--- config.mk ---
export PLATFORM = sky130hd
export DESIGN_NAME = fetch_unit
export DESIGN_NICKNAME = d
export VERILOG_FILES = /design/src/rtl/fetch_pkg.sv /design/src/rtl/fetch_unit_if_id_register.sv /design/src/rtl/fetch_unit.sv
export SDC_FILE = /design/constraint.sdc
export NUM_CORES = 1
export LEC_CHECK = 0
export ABC_AREA = 1
export BUFFER_PORTS_ARGS = -buffer_cell sky130_fd_sc_hd__buf_2
export CAP_MARGIN = 20
export CORE_MARGIN = 2
export CORE_UTILIZATION = 35
export DETAILED_ROUTE_END_ITERATION = 6
export GPL_ROUTABILITY_DRIVEN = 0
export SETUP_SLACK_MARGIN = 0.15
export SYNTH_ARGS = -nofsm -noshare
export SYNTH_HDL_FRONTEND = slang
export SYNTH_SLANG_ARGS = --single-unit
--- constraint.sdc ---
create_clock -name clk -period 2.9 [get_ports clk]
set_input_delay 0.29 -clock clk [delete_from_list [all_inputs] [get_ports clk]]
set_output_delay 0.29 -clock clk [all_outputs]
set_load 0.005 [all_outputs]
--- src/rtl/fetch_pkg.sv ---
// rtl/fetch_pkg.sv - shared types and constants for the instruction fetch stage
package fetch_pkg;

   typedef enum logic [1:0] {
      S_FETCH   = 2'd0,
      S_DISCARD = 2'd1,
      S_FULL    = 2'd2
   } fetch_state_t;

   localparam int          OPCODE_W          = 7;
   localparam logic [31:0] DEFAULT_NOP_INSTR = 32'h0000_0013;
   localparam logic [31:0] DEFAULT_RESET_PC  = 32'h0040_0000;

   function automatic logic [31:0] word_align(input logic [31:0] addr);
      return {addr[31:2], 2'b00};
   endfunction

endpackage

--- src/rtl/fetch_unit_if_id_register.sv ---
// rtl/fetch_unit_if_id_register.sv - IF/ID pipeline register; flush > load > stall, otherwise drains to a bubble
module if_id_register
   import fetch_pkg::*;
#(
   parameter logic [31:0] NOP_INSTR = DEFAULT_NOP_INSTR
) (
   input  logic        clk,
   input  logic        reset,
   input  logic        load,
   input  logic        flush,
   input  logic        stall,
   input  logic [31:0] load_pc,
   input  logic [31:0] load_instruction,
   output logic        valid,
   output logic [31:0] pc,
   output logic [31:0] pc4,
   output logic [31:0] instruction
);

   always_ff @(posedge clk) begin
      if (reset) begin
         valid       <= 1'b0;
         pc          <= 32'd0;
         pc4         <= 32'd4;
         instruction <= NOP_INSTR;
      end else if (flush) begin
         valid       <= 1'b0;
         instruction <= NOP_INSTR;
      end else if (load) begin
         valid       <= 1'b1;
         pc          <= load_pc;
         pc4         <= load_pc + 32'd4;
         instruction <= load_instruction;
      end else if (!stall) begin
         valid       <= 1'b0;
      end
   end

endmodule

--- src/rtl/fetch_unit.sv ---
// rtl/fetch_unit.sv - PC, imem req/ack fetch FSM with one-word skid and redirect discard
module fetch_unit
   import fetch_pkg::*;
#(
   parameter logic [31:0] RESET_PC  = DEFAULT_RESET_PC,
   parameter logic [31:0] NOP_INSTR = DEFAULT_NOP_INSTR
) (
   input  logic                clk,
   input  logic                reset,
   input  logic                stall_i,
   input  logic                redirect_i,
   input  logic [31:0]         redirect_pc_i,
   output logic                imem_req_o,
   output logic [31:0]         imem_addr_o,
   input  logic                imem_ack_i,
   input  logic [31:0]         imem_rdata_i,
   output logic                if_id_valid_o,
   output logic [31:0]         if_id_pc_o,
   output logic [31:0]         if_id_pc4_o,
   output logic [31:0]         if_id_instruction_o,
   output logic [OPCODE_W-1:0] if_id_opcode_o,
   output logic                fetch_busy_o
);

   fetch_state_t state, next_state;
   logic [31:0]  pc;
   logic [31:0]  discard_addr;
   logic [31:0]  skid_pc;
   logic [31:0]  skid_instruction;

   logic         take;
   logic         skid_load;
   logic         reg_load;
   logic         reg_flush;
   logic [31:0]  reg_pc;
   logic [31:0]  reg_instruction;

   always_ff @(posedge clk) begin
      if (reset) state <= S_FETCH;
      else       state <= next_state;
   end

   always_comb begin
      next_state = state;
      case (state)
         S_FETCH: begin
            if (imem_ack_i) begin
               if (!redirect_i && stall_i && if_id_valid_o) next_state = S_FULL;
            end else if (redirect_i) begin
               next_state = S_DISCARD;
            end
         end
         S_DISCARD: if (imem_ack_i) next_state = S_FETCH;
         S_FULL:    if (redirect_i || !stall_i) next_state = S_FETCH;
         default:   next_state = S_FETCH;
      endcase
   end

   always_comb begin
      imem_req_o      = !reset && (state == S_FETCH || state == S_DISCARD);
      imem_addr_o     = (state == S_DISCARD) ? discard_addr : pc;
      fetch_busy_o    = (state != S_FETCH);
      take            = (state == S_FETCH) && imem_ack_i && !redirect_i;
      skid_load       = take && stall_i && if_id_valid_o;
      reg_flush       = redirect_i || (state == S_DISCARD);
      reg_load        = (take && !(stall_i && if_id_valid_o))
                     || ((state == S_FULL) && !stall_i && !redirect_i);
      reg_pc          = (state == S_FULL) ? skid_pc : pc;
      reg_instruction = (state == S_FULL) ? skid_instruction : imem_rdata_i;
   end

   // Redirect retargets the PC from any state; the discard state keeps the old address on the bus.
   always_ff @(posedge clk) begin
      if (reset) begin
         pc               <= RESET_PC;
         discard_addr     <= RESET_PC;
         skid_pc          <= 32'd0;
         skid_instruction <= NOP_INSTR;
      end else begin
         if (redirect_i)  pc <= word_align(redirect_pc_i);
         else if (take)   pc <= pc + 32'd4;
         if (state == S_FETCH && !imem_ack_i && redirect_i) discard_addr <= pc;
         if (skid_load) begin
            skid_pc          <= pc;
            skid_instruction <= imem_rdata_i;
         end
      end
   end

   if_id_register #(
      .NOP_INSTR (NOP_INSTR)
   ) u_if_id (
      .clk              (clk),
      .reset            (reset),
      .load             (reg_load),
      .flush            (reg_flush),
      .stall            (stall_i),
      .load_pc          (reg_pc),
      .load_instruction (reg_instruction),
      .valid            (if_id_valid_o),
      .pc               (if_id_pc_o),
      .pc4              (if_id_pc4_o),
      .instruction      (if_id_instruction_o)
   );

   assign if_id_opcode_o = if_id_instruction_o[OPCODE_W-1:0];

endmodule

==> results of run 1 <==
Yosys cell counts (8+ instances only):
cell type	instances
nor2_1	174
o21bai_1	10
a31oi_1	37
o211ai_1	9
clkbuf_1	50
xor2_1	9
nand2_1	335
inv_1	101
buf_2	23
o21ai_0	213
a21oi_1	107
dfxtp_1	217
nor2_2	10
buf_4	22
nand4_1	8
nor3_1	15
nand2_2	19
nand3_1	70
cells in the final DEF, fill, tap and decap left out, types with 5 or more instances in the layout:
master	synthesis	final
nor3_1	15	15
buf_12	0	7
xor2_1	9	9
nand2_1	335	334
clkbuf_1	50	10
nand4_1	8	8
clkbuf_16	0	27
nor2_1	174	173
inv_1	101	100
o21ai_2	5	5
conb_1	1	6
nand3_1	70	70
nor2_2	10	11
o21ai_0	213	213
buf_2	23	198
clkbuf_8	0	6
dlygate4sd3_1	0	15
nand2_2	19	19
a311oi_1	7	7
buf_4	22	15
a31oi_1	37	37
o211ai_1	9	9
nor2_4	7	8
dfxtp_1	217	217
o21bai_1	10	10
a21oi_1	107	107
worst paths after layout:
| kind | from | endpoint | slack, ns |
|---|---|---|---|
| worst min register to register | u_if_id.pc[2] | u_if_id.pc[2] | 0.46 |
| worst min-delay path | imem_rdata_i[13] | skid_instruction[13] | 0.02 |
| worst max-delay path | state[0] | imem_addr_o[25] | 0.32 |
| worst max register to register | state[0] | u_if_id.pc4[20] | 0.36 |
final cells by class:
type | count | share of cell area
Multi-Input combinational cell | 1071 | 0.4067
Sequential cell | 217 | 0.3464
Timing Repair Buffer | 235 | 0.1112
Clock buffer | 43 | 0.06346
Tap cell | 384 | 0.03832
Inverter | 107 | 0.03213
Clock inverter | 4 | 0.001796
layer usage:
| layer | track usage | vias to the layer above | routed length [µm] |
|---|---|---|---|
| li1 | - | 5239 | - |
| met3 | 0.03290 | 91 | 2116 |
| met2 | 0.3320 | 365 | 15250 |
| met5 | 0 | - | 11 |
| met4 | 0.09883 | 2 | 1603 |
| met1 | 0.2872 | 4890 | 15090 |
where the power goes:
part | switching [mW] | leakage [nW] | total [mW] | internal [mW]
sequential | 0.0957 | 1.77 | 3.21 | 3.11
combinational | 0.497 | 3.37 | 0.780 | 0.283
clock | 1.27 | 0.400 | 3.12 | 1.86
total | 1.86 | 5.54 | 7.11 | 5.25
state kept, by name, indices dropped and copies added, names as in the netlist:
signal and count:
skid_instruction 32, u_if_id.instruction 32, discard_addr 30, pc 30
skid_pc 30, u_if_id.pc4 30, u_if_id.pc 30, state 2
u_if_id.valid 1
critical path, delay by kind of cell (launching register included):
family | cells | cell delay [ns]
AND/OR/NAND/NOR | 1 | 0.74
flip-flops | 1 | 0.43
buffers and inverters | 2 | 0.39
AO/OA/AOI/OAI | 1 | 0.20
cell families (layout without fill, tap and decap cells):
kind of cell	after synthesis	in the layout	share of synthesized area
buffers and inverters	210	389	0.09145
other	1	6	0.0003625
xor gates and xnor gates	9	9	0.007621
adders and majority gates	2	2	0.002419
DFF	217	217	0.4200
and+or+nand+nor	651	652	0.2666
AOI/OAI and AO/OA	402	402	0.2116
timing repair:
| item | CTS | global route |
|---|---|---|
| hold endpoints to repair | 15 | 0 |
| setup endpoints to repair | 0 | 15 |
| hold buffers | 15 | 0 |
per-stage QoR:
step / utilization / total power, mW / worst slack, ns / instance area, µm²
floorplan: - / 3.689 / 1.006 / 10360
global placement: 0.3997 / 4.021 / 0.4885 / 11560
detailed placement: 0.3997 / 4.030 / 0.4631 / 11560
CTS: 0.4331 / 7.178 / 0.1543 / 12530
global route: 0.4334 / 7.393 / 0.1258 / 12540
finish: 0.4334 / 7.110 / 0.3208 / 12540
==> flow_summary.json, run 1 <==
{
  "drt_wl_total_mm": 34.07,
  "grt.total_usage": 0.2122,
  "ios": 207,
  "slew-limit-headroom": 0.4154,
  "cts_tree": "built",
  "finalSetupTns_ns": 0,
  "multi_input_comb_area_um2": 5100,
  "cap_violations": 0,
  "async_flop_share": 0,
  "synth_edf_count": 0,
  "synth_warnings": 0,
  "htree_num_levels": 1,
  "skew_ns": 0.01391,
  "grt_max_degree": 86,
  "hold_path_class": "in -> reg",
  "finalHoldViolations": 0,
  "vias_per_cell": 5.137,
  "power.density_nw_per_um2": 567.0,
  "slowest_stage": "nor2_2",
  "cts_root_buf": "clkbuf_16",
  "fillers": 3020,
  "ys_top_cells_by_area": "dfxtp_1 42%, nand2_1 12%, o21ai_0 10%, nor2_1 6.3%, a21oi_1 5.2%",
  "rsz0062_at_grt": "true",
  "route.vias.total": 10590,
  "clock_latency_ns": 0.52,
  "ant_nets": 0,
  "hpwlAfterDp_mm": 23.99,
  "die_height_um": 175.9,
  "nNetsFinal": 1729,
  "fp-row-count": 62,
  "cts_num_sinks": 217,
  "status": "complete, no violations",
  "syn2layout_area_growth_pct": 21.23,
  "ys_types": 43,
  "cts_setup_buffers": 0,
  "ctsResizeCount": 0,
  "fmax_mhz": 387.7,
  "overflow": 0,
  "critical_path_arrival_ns": 2.29,
  "drc": 0,
  "required_ns": 2.61,
  "grt_pass1_vias": 9619,
  "drtPass1Iterations": 5,
  "die_area_um2": 30940,
  "min_period_ns": 2.579,
  "wl_per_cell_um": 16.53,
  "grt_pass1_wl_mm": 52.49,
  "endpoint_kind": "output pin",
  "holdWs_ns": 0.02038,
  "criticalPathCategory": "reg -> out",
  "max_stage_delay_ns": 0.74,
  "die_w_um": 175.9,
  "port-buffer-count": 198,
  "dp_cells": 1998,
  "rr_worst_depth": 12,
  "layout_worst_path_cycle_share": 0.8894,
  "syn_avg_cell_area_um2": 6.933,
  "clk_path_buf_depth": 3,
  "yosysTopAreaCell": "dfxtp_1",
  "final-setup-viol-count": 0,
  "diodes": 0,
  "synthCells": 1492,
  "synth-seq-area-share": 0.4200,
  "start_util": 0.3575,
  "crit_chain": "inv_2 -> nor2_2 -> o21ai_0 -> buf_2",
  "fin_cells": 2061,
  "peakVddDrop_mv": 0.3716,
  "cts_inserted_buffers": 26,
  "synth_top_area_frac": 0.4200,
  "regArea_um2": 4344,
  "core_um2": 28940,
  "slew_viol_final": 0,
  "cp-start-kind": "flip-flop",
  "worstHoldPathCells": 3,
  "cp_max_fo": 16,
  "synth_flop_cell": "dfxtp_1",
  "detail_route.iter0.violations": 792,
  "p_leak_nw": 5.544,
  "tightest_slew_ns": 0.8760,
  "clkTransAtPathRegs_ns": 0.06,
  "ys_ff_latch": 217,
  "antenna_found_initial": 1,
  "drive_gt1_frac": 0.1872,
  "syn-cell-area_um2": 10340
}
Power figures use the tool's default switching activity.
==> inputs of run 2 (changes only) <==
--- a/config.mk
+++ b/config.mk
@@ -9,9 +9,10 @@
 export BUFFER_PORTS_ARGS = -buffer_cell sky130_fd_sc_hd__buf_2
 export CAP_MARGIN = 20
 export CORE_MARGIN = 2
-export CORE_UTILIZATION = 35
+export CORE_UTILIZATION = 60
 export DETAILED_ROUTE_END_ITERATION = 6
 export GPL_ROUTABILITY_DRIVEN = 0
+export PLACE_DENSITY = 0.86
 export SETUP_SLACK_MARGIN = 0.15
 export SYNTH_ARGS = -nofsm -noshare
 export SYNTH_HDL_FRONTEND = slang
==> flow_summary.json, run 2 (synthesized netlist as in run 1, its figures left out) <==
{
  "hold_path_startpoint": "imem_rdata_i[30]",
  "drtPass1Iterations": 7,
  "power.density_nw_per_um2": 595.1,
  "antenna_found_initial": 0,
  "hpwlAfterDp_mm": 20.74,
  "worstHoldPathCells": 3,
  "failed_checks": "DRC",
  "switching_share": 0.2493,
  "layout_worst_path_cycle_share": 0.8687,
  "holdPathEnd": "skid_instruction[30]",
  "cp-start-kind": "flip-flop",
  "required_ns": 2.61,
  "cts_inserted_buffers": 23,
  "htree_num_levels": 1,
  "die_w_um": 135.3,
  "final_common_cell": "nand2_1",
  "slew_viol_final": 0,
  "fillers": 1404,
  "endpoint_kind": "output pin",
  "skew_ns": 0.01085,
  "grt_pass1_vias": 9727,
  "diodes": 0,
  "ant_nets": 0,
  "die_height_um": 135.3,
  "holdWs_ns": 0.01768,
  "power.switching_mw": 1.798,
  "hold_path_class": "in -> reg",
  "cp_max_fo": 31,
  "crit_family": "simple AND/OR/NAND/NOR gates",
  "cp_num_buf_inv": 2,
  "vias_per_cell": 5.734,
  "pwr-share-clk": 0.454,
  "rr_worst_depth": 12,
  "cap_violations": 0,
  "fmax_mhz": 396.9,
  "drt_wl_total_mm": 30.51,
  "cts_setup_buffers": 0,
  "critical_path_arrival_ns": 2.23,
  "route.vias.total": 10770,
  "wl_per_cell_um": 16.23,
  "tightest_slew_ns": 0.7173,
  "crit_chain": "inv_2 -> nor2_4 -> nand2_1 -> o21ai_0 -> buf_2",
  "p_leak_nw": 5.457,
  "grt_max_degree": 89,
  "final-setup-viol-count": 0,
  "seqPwrFrac": 0.444,
  "grt_pass1_wl_mm": 48.19,
  "rrSetupSlack_ns": 0.40,
  "finalPower_mw": 7.212,
  "ios": 207,
  "internal-power_mw": 5.414,
  "reg2reg_to": "u_if_id.pc4[16]",
  "clk_path_buf_depth": 3,
  "cts_root_buf": "clkbuf_16",
  "cts_num_sinks": 217,
  "finalSetupTns_ns": 0,
  "combPwrFrac": 0.102,
  "peakVddDrop_mv": 0.6389,
  "drive_gt1_frac": 0.1886,
  "port-buffer-count": 198,
  "core_um2": 17060,
  "grt.total_usage": 0.3247,
  "cts_hold_buf": 0,
  "nNetsFinal": 1708,
  "final_cell_mix": "334 x nand2_1, 216 x dfxtp_1, 213 x o21ai_0",
  "timing.rr.start": "state[0]",
  "status": "complete, but fails checks",
  "fp-row-count": 48,
  "cts_tree": "built",
  "drc": 1,
  "finalHoldViolations": 0,
  "overflow": 0,
  "criticalPathCategory": "reg -> out",
  "slowest_stage": "nor2_4",
  "start_util": 0.6064,
  "clock_latency_ns": 0.51,
  "die_area_um2": 18310,
  "rsz0062_at_grt": "false",
  "min_period_ns": 2.519,
  "syn2layout_area_growth_pct": 17.16,
  "max_stage_delay_ns": 0.63,
  "detail_route.iter0.violations": 1058,
  "clkTransAtPathRegs_ns": 0.06,
  "reg_top3": "skid_instruction x32, u_if_id.instruction x32",
  "slew-limit-headroom": 0.5206
}
-- run 2: worst max path at each step --
stage | startpoint | end | slack (ns) | depth (start not counted)
2_1_floorplan | state[0] | u_if_id.pc4[24] | 1.01 | 14
3_3_place_gp | state[1] | u_if_id.pc4[8] | 0.44 | 8
3_5_place_dp | state[1] | u_if_id.pc4[2] | 0.40 | 8
4_1_cts | state[1] | u_if_id.instruction[23] | 0.26 | 7
5_1_grt | state[0] | u_if_id.pc4[28] | 0.24 | 12
6_report | state[0] | imem_addr_o[10] | 0.38 | 5
-- run 2: power groups by stage --
stage / registers, mW / clock network [mW] / logic [mW]
global route: 3.22 / 3.39 / 0.813
finish: 3.20 / 3.27 / 0.736
floorplan: 3.25 / 0 / 0.440
detailed placement: 3.26 / 0 / 0.716
global placement: 3.26 / 0 / 0.702
CTS: 3.20 / 3.28 / 0.725
-- run 2: repair_timing --
item,CTS,global route
setup endpoints to repair,14,67
resized for setup,1,1
gates cloned,1,0
endpoints found under the hold margin,0,0
pin swaps,1,0
-- run 2: worst reg2reg max path, delay by kind of cell (launching register included) --
family,cells,cell delay (ns)
buffers and inverters,2,0.52
and+or+nand+nor,10,1.45
DFF,1,0.43
-- run 2: cell type report --
| cell class | instances | area [µm²] | area share |
|---|---|---|---|
| Sequential cell | 217 | 4345 | 0.3586 |
| Clock buffer | 33 | 663.1 | 0.05472 |
| Tap cell | 225 | 281.5 | 0.02323 |
| Timing Repair Buffer | 217 | 1146 | 0.09457 |
| Inverter | 107 | 402.9 | 0.03324 |
| Multi-Input combinational cell | 1071 | 5099 | 0.4207 |
| Clock inverter | 9 | 181.4 | 0.01497 |
-- run 2: stage by stage --
| stage | area [µm²] | setup WS [ns] | std cells | utilization |
|---|---|---|---|---|
| finish | 12120 | 0.3807 | 1879 | 0.7105 |
| global placement | 11260 | 0.4368 | 1836 | 0.6603 |
| CTS | 12120 | 0.2605 | 1879 | 0.7105 |
| detailed placement | 11260 | 0.3952 | 1836 | 0.6603 |
| floorplan | 10360 | 1.006 | 1497 | - |
| global route | 12120 | 0.2419 | 1879 | 0.7105 |
-- run 2: layer usage --
layer / vias to the layer above / track usage / part of all wire / wire length (µm)
li1: 5189 / - / - / -
met1: 4855 / 0.4187 / 0.40 / 12330
met2: 608 / 0.5212 / 0.44 / 13550
met3: 122 / 0.06846 / 0.099 / 3024
met4: 0 / 0.1557 / 0.052 / 1601
met5: - / 0 / 0 / 0
